File: src/rtl/operand_collector.sv
// operand_collector: serial-to-parallel staging of NB_INS operands into one
// flat bundle for the p_nor gate array. Slot k maps to in_buses[k].
// Optional build macro OPERAND_COLLECTOR_FLUSH_EN adds in_last for short
// bundles whose unused slots are zero-filled (zero is the OR identity).
module operand_collector #(
  parameter int unsigned BUS_WIDTH = 4,
  parameter int unsigned NB_INS    = 3
) (
  input  logic                          clk,
  input  logic                          rst_n,
  input  logic                          clear,
  input  logic                          in_valid,
  output logic                          in_ready,
  input  logic [BUS_WIDTH-1:0]          in_data,
  output logic                          out_valid,
  input  logic                          out_ready,
  output logic [NB_INS*BUS_WIDTH-1:0]   out_bundle,
  output logic [$clog2(NB_INS+1)-1:0]   fill_count
`ifdef OPERAND_COLLECTOR_FLUSH_EN
  ,
  input  logic                          in_last
`endif
);

  localparam int unsigned CW = $clog2(NB_INS + 1);

  typedef enum logic [0:0] {
    FILL = 1'b0,
    HOLD = 1'b1
  } state_e;

  state_e                      state_q, state_d;
  logic [CW-1:0]               fill_count_q, fill_count_d;
  logic [NB_INS*BUS_WIDTH-1:0] bundle_q, bundle_d;
  logic                        last_op;

`ifdef OPERAND_COLLECTOR_FLUSH_EN
  assign last_op = in_last;
`else
  assign last_op = 1'b0;
`endif

  // State, slot counter and bundle registers; reset drops everything at once.
  always_ff @(posedge clk or negedge rst_n) begin
    if (!rst_n) begin
      state_q      <= FILL;
      fill_count_q <= '0;
      bundle_q     <= '0;
    end else begin
      state_q      <= state_d;
      fill_count_q <= fill_count_d;
      bundle_q     <= bundle_d;
    end
  end

  // Next-state: clear overrides both accept and output handshake.
  // In FILL in_ready is 1, so in_valid alone qualifies an accept.
  always_comb begin
    state_d      = state_q;
    fill_count_d = fill_count_q;
    bundle_d     = bundle_q;
    if (clear) begin
      state_d      = FILL;
      fill_count_d = '0;
    end else begin
      unique case (state_q)
        FILL: begin
          if (in_valid) begin
            for (int unsigned k = 0; k < NB_INS; k++) begin
              if (CW'(k) == fill_count_q) begin
                bundle_d[k*BUS_WIDTH +: BUS_WIDTH] = in_data;
              end else if (last_op && (CW'(k) > fill_count_q)) begin
                bundle_d[k*BUS_WIDTH +: BUS_WIDTH] = '0;
              end
            end
            if ((fill_count_q == CW'(NB_INS - 1)) || last_op) begin
              state_d      = HOLD;
              fill_count_d = CW'(NB_INS);
            end else begin
              fill_count_d = fill_count_q + CW'(1);
            end
          end
        end
        HOLD: begin
          if (out_ready) begin
            state_d      = FILL;
            fill_count_d = '0;
          end
        end
        default: begin
          state_d      = FILL;
          fill_count_d = '0;
        end
      endcase
    end
  end

  // Outputs are decoded from registers only; no in_* or out_ready feedthrough.
  always_comb begin
    in_ready   = (state_q == FILL);
    out_valid  = (state_q == HOLD);
    out_bundle = bundle_q;
    fill_count = fill_count_q;
  end

endmodule

File: config.mk
export PLATFORM = sky130hd
export DESIGN_NAME = operand_collector
export DESIGN_NICKNAME = d
export VERILOG_FILES = /design/src/rtl/operand_collector.sv
export SDC_FILE = /design/constraint.sdc
export NUM_CORES = 1
export LEC_CHECK = 0
export CAP_MARGIN = 40
export CORE_MARGIN = 4
export CORE_UTILIZATION = 29
export DETAILED_ROUTE_END_ITERATION = 8
export PLACE_DENSITY = 0.63
export SETUP_SLACK_MARGIN = 0.1
export SLEW_MARGIN = 25
export SYNTH_ARGS = -nofsm -noshare
export SYNTH_HDL_FRONTEND = slang
export SYNTH_SLANG_ARGS = --single-unit
File: constraint.sdc
create_clock -name clk -period 4.2 [get_ports clk]
set_input_delay 0.63 -clock clk [delete_from_list [all_inputs] [get_ports clk]]
set_output_delay 0.63 -clock clk [all_outputs]
set_load 0.005 [all_outputs]
After elaboration in Yosys (flattened, before gate mapping)
Cells that the tools add are included.
W data, S select, Z words.
- input port bits: 9
- register bits after elaboration: 15
- output and inout port bits: 16
- reduce and logical (&&, ||, !) cells: 5
- muxes and demuxes: 10
- bitwise logic cells: 2
- $add $sub $neg: 1
- eq/ne operators: 5
- operator list (operator ; number):
    $reduce_and A4 Y1 ; 3
    $mux W2 ; 4
    $ne A3 B3 Y1 const B ; 2
    $mux W1 ; 4
    $pmux W2 S2 ; 1
    $add A2 B1 Y2 const B ; 1
    $eq A1 B2 Y1 const A ; 1
    $eq A2 B2 Y1 const A ; 1
    $eq A2 B2 Y1 const B ; 1
    $logic_not A2 Y1 ; 1
    $not A1 Y1 ; 2
    $pmux W1 S2 ; 1
    $reduce_and A2 Y1 ; 1

Logic depth before layout (Yosys ltp)
Gate-level depths: netlist (run 1).
- depth after elaboration: 5
- mapped depth: 4

Least setup slack after synthesis (run 1)
Ideal clock, no wire load.
- kind: input-to-reg
- start: input port clear
- end: register bundle_q[0] (netlist: out_bundle[0])
- slack: 2.818 ns
- arrival: 1.258 ns
- stages: 2
- required time: 4.075 ns
- cell sequence: and4bb_4 mux2_2
- word-level cells in the longest chain between the ends: 2
- RTL lines (element ; line ; source):
    start: declaration ; 11 ; input logic clear,
    $not A1 Y1 (no line) ; -- ;
    $reduce_and A4 Y1 (no line) ; -- ;
    end signal: assignment ; 52 ; bundle_q <= bundle_d;
    end: declaration ; 34 ; logic [NB_INS*BUS_WIDTH-1:0] bundle_q, bundle_d;
No other way between the ends.
A chain may end at the register's enable or synchronous reset.

Worst setup path in the final report (run 1)
- start: register state_q (netlist: out_valid)
- end: output port in_ready
- word-level cells in the longest chain between the ends: 1
- RTL lines (element ; line ; source):
    start: declaration ; 32 ; state_e state_q, state_d;
    start signal: assignment ; 50 ; state_q <= state_d;
    $not A1 Y1 (no line) ; -- ;
    end: declaration ; 13 ; output logic in_ready,
No other way between the ends.

==> results of run 1 <==
-- flip-flops by register name, summed over array words and instances (netlist names) --
register and flops:
out_bundle 12, fill_count 2, out_valid 1
-- stage by stage --
stage / util / instance area, µm² / setup WS [ns]
3_5_place_dp: 0.430 / 968 / 2.20
4_1_cts: 0.441 / 995 / 2.22
5_1_grt: 0.441 / 995 / 2.16
6_report: 0.441 / 995 / 2.25
3_3_place_gp: 0.430 / 968 / 2.20
2_1_floorplan: - / 704 / 2.82
-- placed cells by master, fill, tap and decap left out, drive strengths merged, types with 2 or more instances in the layout --
master | netlist | final
and4bb | 4 | 4
dfrtp | 15 | 15
clkdlybuf4s50 | 0 | 24
inv | 3 | 3
clkbuf | 0 | 4
ha | 3 | 3
nand2b | 2 | 2
mux2 | 13 | 13
-- routing by layer --
layer	up-vias	routed length, µm	share of wire
met5	-	0	0
met4	0	19	0.013
met3	2	154	0.11
met2	20	587	0.41
met1	237	685	0.47
li1	227	-	-
-- kinds of logic after synthesis --
family                     after synthesis  synth area share
buffers and inverters                    4            0.0320
AOI/OAI and AO/OA                        4            0.0426
DFF                                     15             0.533
and+or+nand+nor                          8             0.126
adders and majority gates                3            0.0533
muxes                                   13             0.213
-- where the power goes --
| group | internal [mW] | total (mW) | switching, mW |
|---|---|---|---|
| combinational | 0.107 | 0.150 | 0.0433 |
| clock | 0.0368 | 0.0814 | 0.0446 |
| sequential | 0.183 | 0.205 | 0.0215 |
-- worst paths after layout --
kind / startpoint / to / slack, ns / cells past startpoint
setup / recovery: out_valid / in_ready / 2.25 / 2
hold / removal: out_bundle[5] / out_bundle[5] / 0.50 / 1
setup reg to reg: fill_count[0] / out_bundle[11] / 2.71 / 4
hold reg to reg: out_bundle[5] / out_bundle[5] / 0.50 / 1
max in group asynchronous: rst_n / out_bundle[3] / 3.01 / 1
min in group asynchronous: rst_n / out_bundle[6] / 0.76 / 1
-- cell usage after synthesis --
cell type   n  share of area
a211oi_1    1          0.011
a21o_2      1          0.012
a21oi_1     1         0.0071
and4bb_2    1          0.018
and4bb_4    3          0.069
buf_6       1          0.016
dfrtp_1    15           0.53
ha_1        3          0.053
inv_1       3          0.016
mux2_1      3          0.048
mux2_2      9           0.14
mux2_4      1          0.021
nand2b_1    2          0.018
nand3b_1    1          0.011
o32ai_1     1          0.012
or2b_1      1          0.011
-- area by class of cell --
cell class / count / share of cell area
Inverter: 3 / 0.0113
Clock buffer: 4 / 0.0264
Multi-Input combinational cell: 28 / 0.308
Tap cell: 28 / 0.0352
Timing Repair Buffer: 24 / 0.242
Sequential cell: 15 / 0.377
==> metrics.cfg, run 1 <==
[status]
status=finished, final reports clean

[timing]
final.setup.tns_ns=0
hold_ws_ns=0.497
fin_crit_ns=1.95
final_max_slew_viol_count=0
fmax_mhz=512
period_share=0.465
rsz0062_at_grt=no
slew_headroom=0.547
worstMarginPinSlew_ns=0.678
hold_viol=0
skew_ns=0.00399
setup_viol=0

[grt]
antenna_found_initial=0
gr-usage-met2=0.131
busiest_layer=met1
first_global_vias=522
grt_pass1_wl_um=2520
grt_max_degree=16
met1_usage=0.134
grt_overflow=0
grt_util_met3=0.0543
grt_usage=0.0992

[floorplan]
design.die.area_um2=3280
ios=25
die-height_um=57.3
rows=17
start_util=0.312
fp.coreArea_um2=2250
dieWidth_um=57.3

[pwr]
power.total_mw=0.436
leakage_nw=0.407
power_density_nw_per_um2=438
ir_worst_vdd_uv=266

[cts]
clkSinkCount=15
cts_tree=done
cts.path.max_buffers=2
cts_buffers=3
ctsResizeCount=0
cts_setup_buffers=0
cts_hold_buf=0
cts.clk_slew.worst_paths_ns=0.09
cts.htree.levels=1
clk_latency_ns=0.28
clockRootBuffer=clkbuf_4

[logic_synthesis]
yosys_register_bits=15
avgSynthCellArea_um2=15.0
yosys.cell_types.count=16
synth_cells=47
synth_area_um2=704
ys_seq_area_frac=0.533
yosysWarnings=0
synth_nets=59

[setup_path]
critPathKind=reg -> out
crit_chain=inv_1 > clkdlybuf4s50_1
critPathLaunchType=register
worstPathArrival_ns=1.32
max_stage_delay_ns=0.49
slowest_stage=clkdlybuf4s50_1
critPathBufInv=2
required_ns=3.57
setup.worst_path.end_class=output port
cp_top_family=buffers and inverters
path_max_fanout=11

[cells_and_area]
finalNonFillerCells=102
antenna_cells=0
n_fill_cell=223
multiInputGateArea_um2=307
drive_gt1_frac=0.243
area_growth_pct=41.2
finish.net_count=87
regArea_um2=375

[drt]
vias=486
vias_per_cell=4.76
dr.pass1.iters=2
drt_iter0_markers=2
postRouteAntennaNets=0
drt-wirelength-per-cell_um=14.2
drc=0
drt-total-wl_um=1450

[placement]
io_buffers=24
gp_congestion=0.683
hpwl_um=1110
dp.cells=98

[hold_path]
hold_path_class=reg -> reg

[run]
max_cap_viol_count=0

(Power assumes the default switching activity.)
==> run 2, diff against run 1 <==
==> constraint.sdc (replaced) <==
create_clock -name clk -period 1.97 [get_ports clk]
set_input_delay 0.2955 -clock clk [delete_from_list [all_inputs] [get_ports clk]]
set_output_delay 0.2955 -clock clk [all_outputs]
set_load 0.005 [all_outputs]
==> run 2 against run 1 <==
Effect of this change: sequential power rose by 120%; clock power increased by 120%; die area unchanged; critical path depth down 1; cell count rose by 0.98%; utilization is 0.39 points higher; worst hold slack worse by 0.18 ns; first-iteration DRC count decreased by 50%; via count up 0.21%; count of clock-buffer cells in the layout is 1 lower; combinational power grew 110%; non-clock buffer count is 1 higher.
==> metrics.cfg, run 2 (synthesized netlist as in run 1, its figures left out) <==
[setup_path]
timing.rr.start=fill_count[0]
required_ns=1.67
path_max_fanout=11
slowest_stage=clkdlybuf4s50_1
cp_top_family=buffers and inverters
setup.worst_path.end_class=output port
worstPathArrival_ns=1.34
crit_chain=clkdlybuf4s50_1
critPathLaunchType=register
max_stage_delay_ns=0.56
reg2reg_slack_ns=0.48
critPathBufInv=1
crit_start=out_valid
critPathKind=reg -> out

[grt]
grt_max_degree=16
grt_pass1_wl_um=2460
grt_usage=0.0997
antenna_found_initial=0
first_global_vias=530
grt_overflow=0

[timing]
final_max_slew_viol_count=0
hold_viol=0
fin_crit_ns=1.63
final.setup.worst_slack_ns=0.339
fmax_mhz=613
setup_viol=0
final.setup.tns_ns=0
rsz0062_at_grt=no
period_share=0.828
slew_headroom=0.823
worstMarginPinSlew_ns=0.265
skew_ns=0.00136

[hold_path]
hold_path_class=in -> async

[cts]
clkSinkCount=15
cts.clk_slew.worst_paths_ns=0.09
cts_setup_buffers=0
clockRootBuffer=clkbuf_4
cts.path.max_buffers=2
cts_buffers=3
clk_latency_ns=0.28
ctsResizeCount=0
cts_tree=done
cts.htree.levels=1
cts_hold_buf=0

[placement]
pre_cts_ws_ns=0.283
gp_congestion=0.685
hpwl_um=1100
io_buffers=24

[floorplan]
design.die.area_um2=3280
die-height_um=57.3
start_util=0.312
rows=17
dieWidth_um=57.3
ios=25
fp.coreArea_um2=2250

[cells_and_area]
regArea_um2=375
drive_gt1_frac=0.267
area_growth_pct=42.5
fin_util=0.445
finish.net_count=88
largest_reg_flops=12
final_cell_mix=clkdlybuf4s50_1 (24), dfrtp_1 (15), mux2_2 (9)
multiInputGateArea_um2=307
mostFrequentLayoutCell=clkdlybuf4s50_1
n_fill_cell=220
antenna_cells=0

[drt]
drt-wirelength-per-cell_um=14.2
drt_iter0_markers=1
vias_per_cell=4.73
vias=487
postRouteAntennaNets=0
drc=0
dr.pass1.iters=3
drt-total-wl_um=1460

[pwr]
leakage_nw=0.415
power.total_mw=0.934
power_density_nw_per_um2=931
ir_worst_vdd_uv=515

[status]
status=finished, final reports clean

[run]
max_cap_viol_count=0

## run 2: cell count changes in the layout (fill, tap and decap cells not counted), sizes merged
cell	previous run	this run
buf	0	1
clkinv	0	1
clkbuf	4	3
## run 2: final cells by class
type	instances	share of cell area
Clock buffer	3	0.0224
Clock inverter	1	0.00499
Timing Repair Buffer	25	0.247
Inverter	3	0.0112
Sequential cell	15	0.374
Multi-Input combinational cell	28	0.305
Tap cell	28	0.0349
## run 2: through the flow
| step | std cells | hold WS, ns | cell area [µm²] |
|---|---|---|---|
| after floorplan | 47 | -0.0000911 | 704 |
| after global placement | 99 | 0.467 | 976 |
| after detailed placement | 99 | 0.479 | 976 |
| after CTS | 103 | 0.310 | 1000 |
| after global routing | 103 | 0.308 | 1000 |
| final | 103 | 0.313 | 1000 |
## run 2: worst paths after layout
kind / end / cells past startpoint
worst max-delay path: out_valid / 1
worst min-delay path: out_bundle[7] / 2
worst max register to register: out_bundle[8] / 4
worst min register to register: out_bundle[5] / 1
max in group asynchronous: out_bundle[6] / 2
min in group clk: out_bundle[5] / 1
## run 2: where the power goes
part,internal (mW),total (mW),switching (mW)
Sequential,0.391,0.441,0.0496
Clock,0.0753,0.177,0.101
Combinational,0.228,0.316,0.0886
## run 2: metal layers
metal	GRT usage	routed length [µm]
met2	0.135	626
met4	0.0397	0
met1	0.137	700
met3	0.0452	136
met5	0	0
==> run 3, diff against run 2 <==
--- a/config.mk
+++ b/config.mk
@@ -9,7 +9,7 @@
 export CORE_MARGIN = 4
 export CORE_UTILIZATION = 29
 export DETAILED_ROUTE_END_ITERATION = 8
-export PLACE_DENSITY = 0.63
+export PLACE_DENSITY = 0.65
 export SETUP_SLACK_MARGIN = 0.1
 export SLEW_MARGIN = 25
 export SYNTH_ARGS = -nofsm -noshare
==> constraint.sdc (replaced) <==
create_clock -name clk -period 1.46 [get_ports clk]
set_input_delay 0.219 -clock clk [delete_from_list [all_inputs] [get_ports clk]]
set_output_delay 0.219 -clock clk [all_outputs]
set_load 0.005 [all_outputs]
==> run 3 against run 2 <==
Effect of this change: cell area grew 16%; setup slack lost 0.27 ns; combinational power is 67% higher.
==> metrics.cfg, run 3 (synthesized netlist as in run 1, its figures left out) <==
[floorplan]
die-height_um=57.3
fp.coreArea_um2=2250
ios=25
design.die.area_um2=3280
dieWidth_um=57.3
rows=17
start_util=0.312

[drt]
vias=549
drt-wirelength-per-cell_um=13.9
drt_iter0_markers=4
postRouteAntennaNets=0
dr.pass1.iters=3
vias_per_cell=4.73
drc=0
drt-total-wl_um=1610

[cells_and_area]
finish.net_count=101
largest_reg_flops=12
finalNonFillerCells=116
multiInputGateArea_um2=385
drive_gt1_frac=0.455
regArea_um2=375
antenna_cells=0
fin_util=0.517
n_fill_cell=217
fin_area_um2=1170
area_growth_pct=65.5
mostFrequentLayoutCell=dfrtp_1
final_cell_mix=dfrtp_1 (15), dlygate4sd2_1 (14), buf_4 (14)

[cts]
cts.htree.levels=1
cts.clk_slew.worst_paths_ns=0.09
cts_buffers=3
cts_tree=done
cts.path.max_buffers=2
cts_hold_buf=0
clkSinkCount=15
clockRootBuffer=clkbuf_4
clk_latency_ns=0.28

[grt]
antenna_found_initial=0
grt_usage=0.101
grt_max_degree=16
first_global_vias=567
grt_pass1_wl_um=2500
grt_overflow=0

[setup_path]
required_ns=1.63
setup.worst_path.end_class=register
path_max_fanout=4
critPathKind=reg -> reg
timing.rr.start=fill_count[1]
ff2ff_path_depth=4
worstPathArrival_ns=1.56
reg2reg_slack_ns=0.06
critPathLaunchType=register
r2r-end=out_bundle[1]

[status]
status=finished, final reports clean

[timing]
fin_crit_ns=1.40
fmax_mhz=717
period_share=0.956
hold_viol=0
rsz0062_at_grt=yes
final.setup.tns_ns=0
worstMarginPinSlew_ns=0.266
slew_headroom=0.822
skew_ns=0.00343
final_max_slew_viol_count=0
setup_viol=0

[placement]
place_area_um2=1010
gp_congestion=0.688
hpwl_um=1100
dp.cells=103
io_buffers=24

[pwr]
power.total_mw=1.35
power_density_nw_per_um2=1160
ir_worst_vdd_uv=816
leakage_nw=0.563

[run]
max_cap_viol_count=0

[hold_path]
hold_path_class=in -> async

## run 3: worst max path at each step
stage               slack, ns          start  cells after the start              to
finish                   0.06  fill_count[1]                      4   out_bundle[1]
global route             0.03  fill_count[0]                      4   out_bundle[8]
CTS                      0.03  fill_count[0]                      4   out_bundle[8]
detailed placement      -0.07       in_valid                      3   out_bundle[1]
global placement        -0.05          clear                      3   out_bundle[3]
floorplan                0.11  fill_count[0]                      4  out_bundle[10]
## run 3: power breakdown
| part | total, mW | switching (mW) | internal (mW) | leakage, nW |
|---|---|---|---|---|
| registers | 0.589 | 0.0609 | 0.528 | 0.186 |
| logic | 0.527 | 0.155 | 0.372 | 0.362 |
| clock network | 0.232 | 0.126 | 0.106 | 0.0150 |
## run 3: timing repair
| item | in CTS | in global routing |
|---|---|---|
| gates resized for setup | 21 | 13 |
| cloned | 0 | 0 |
| buffers inserted | 6 | 3 |
| setup endpoints to repair | 27 | 14 |
| pin swaps | 0 | 2 |
| endpoints found under the hold margin | 0 | 0 |
## run 3: critical path, stage by stage, from the launching register on
cell,delay (ns)
dfrtp_1,0.41
inv_2,0.12
ha_4,0.14
and4bb_4,0.30
mux2_4,0.31
## run 3: area by class of cell
| cell class | count | area share |
|---|---|---|
| multi-input combinational | 28 | 0.330 |
| sequential | 15 | 0.322 |
| timing repair buffer | 38 | 0.285 |
| tap | 28 | 0.0300 |
| clock buffer | 4 | 0.0225 |
| inverter | 3 | 0.00966 |
## run 3: routing by layer
| layer | track usage | share of wire | vias to the layer above |
|---|---|---|---|
| li1 | - | - | 253 |
| met5 | 0 | 0 | - |
| met1 | 0.131 | 0.45 | 271 |
| met4 | 0.0596 | 0.017 | 0 |
| met3 | 0.0452 | 0.093 | 4 |
| met2 | 0.137 | 0.43 | 21 |
## run 3: per-stage QoR
step                      setup WS (ns)  hold WS, ns
final                            0.0645        0.247
after global routing             0.0340        0.253
after CTS                        0.0285        0.242
after detailed placement        -0.0749        0.480
after global placement          -0.0525        0.482
after floorplan                   0.113      -0.0766
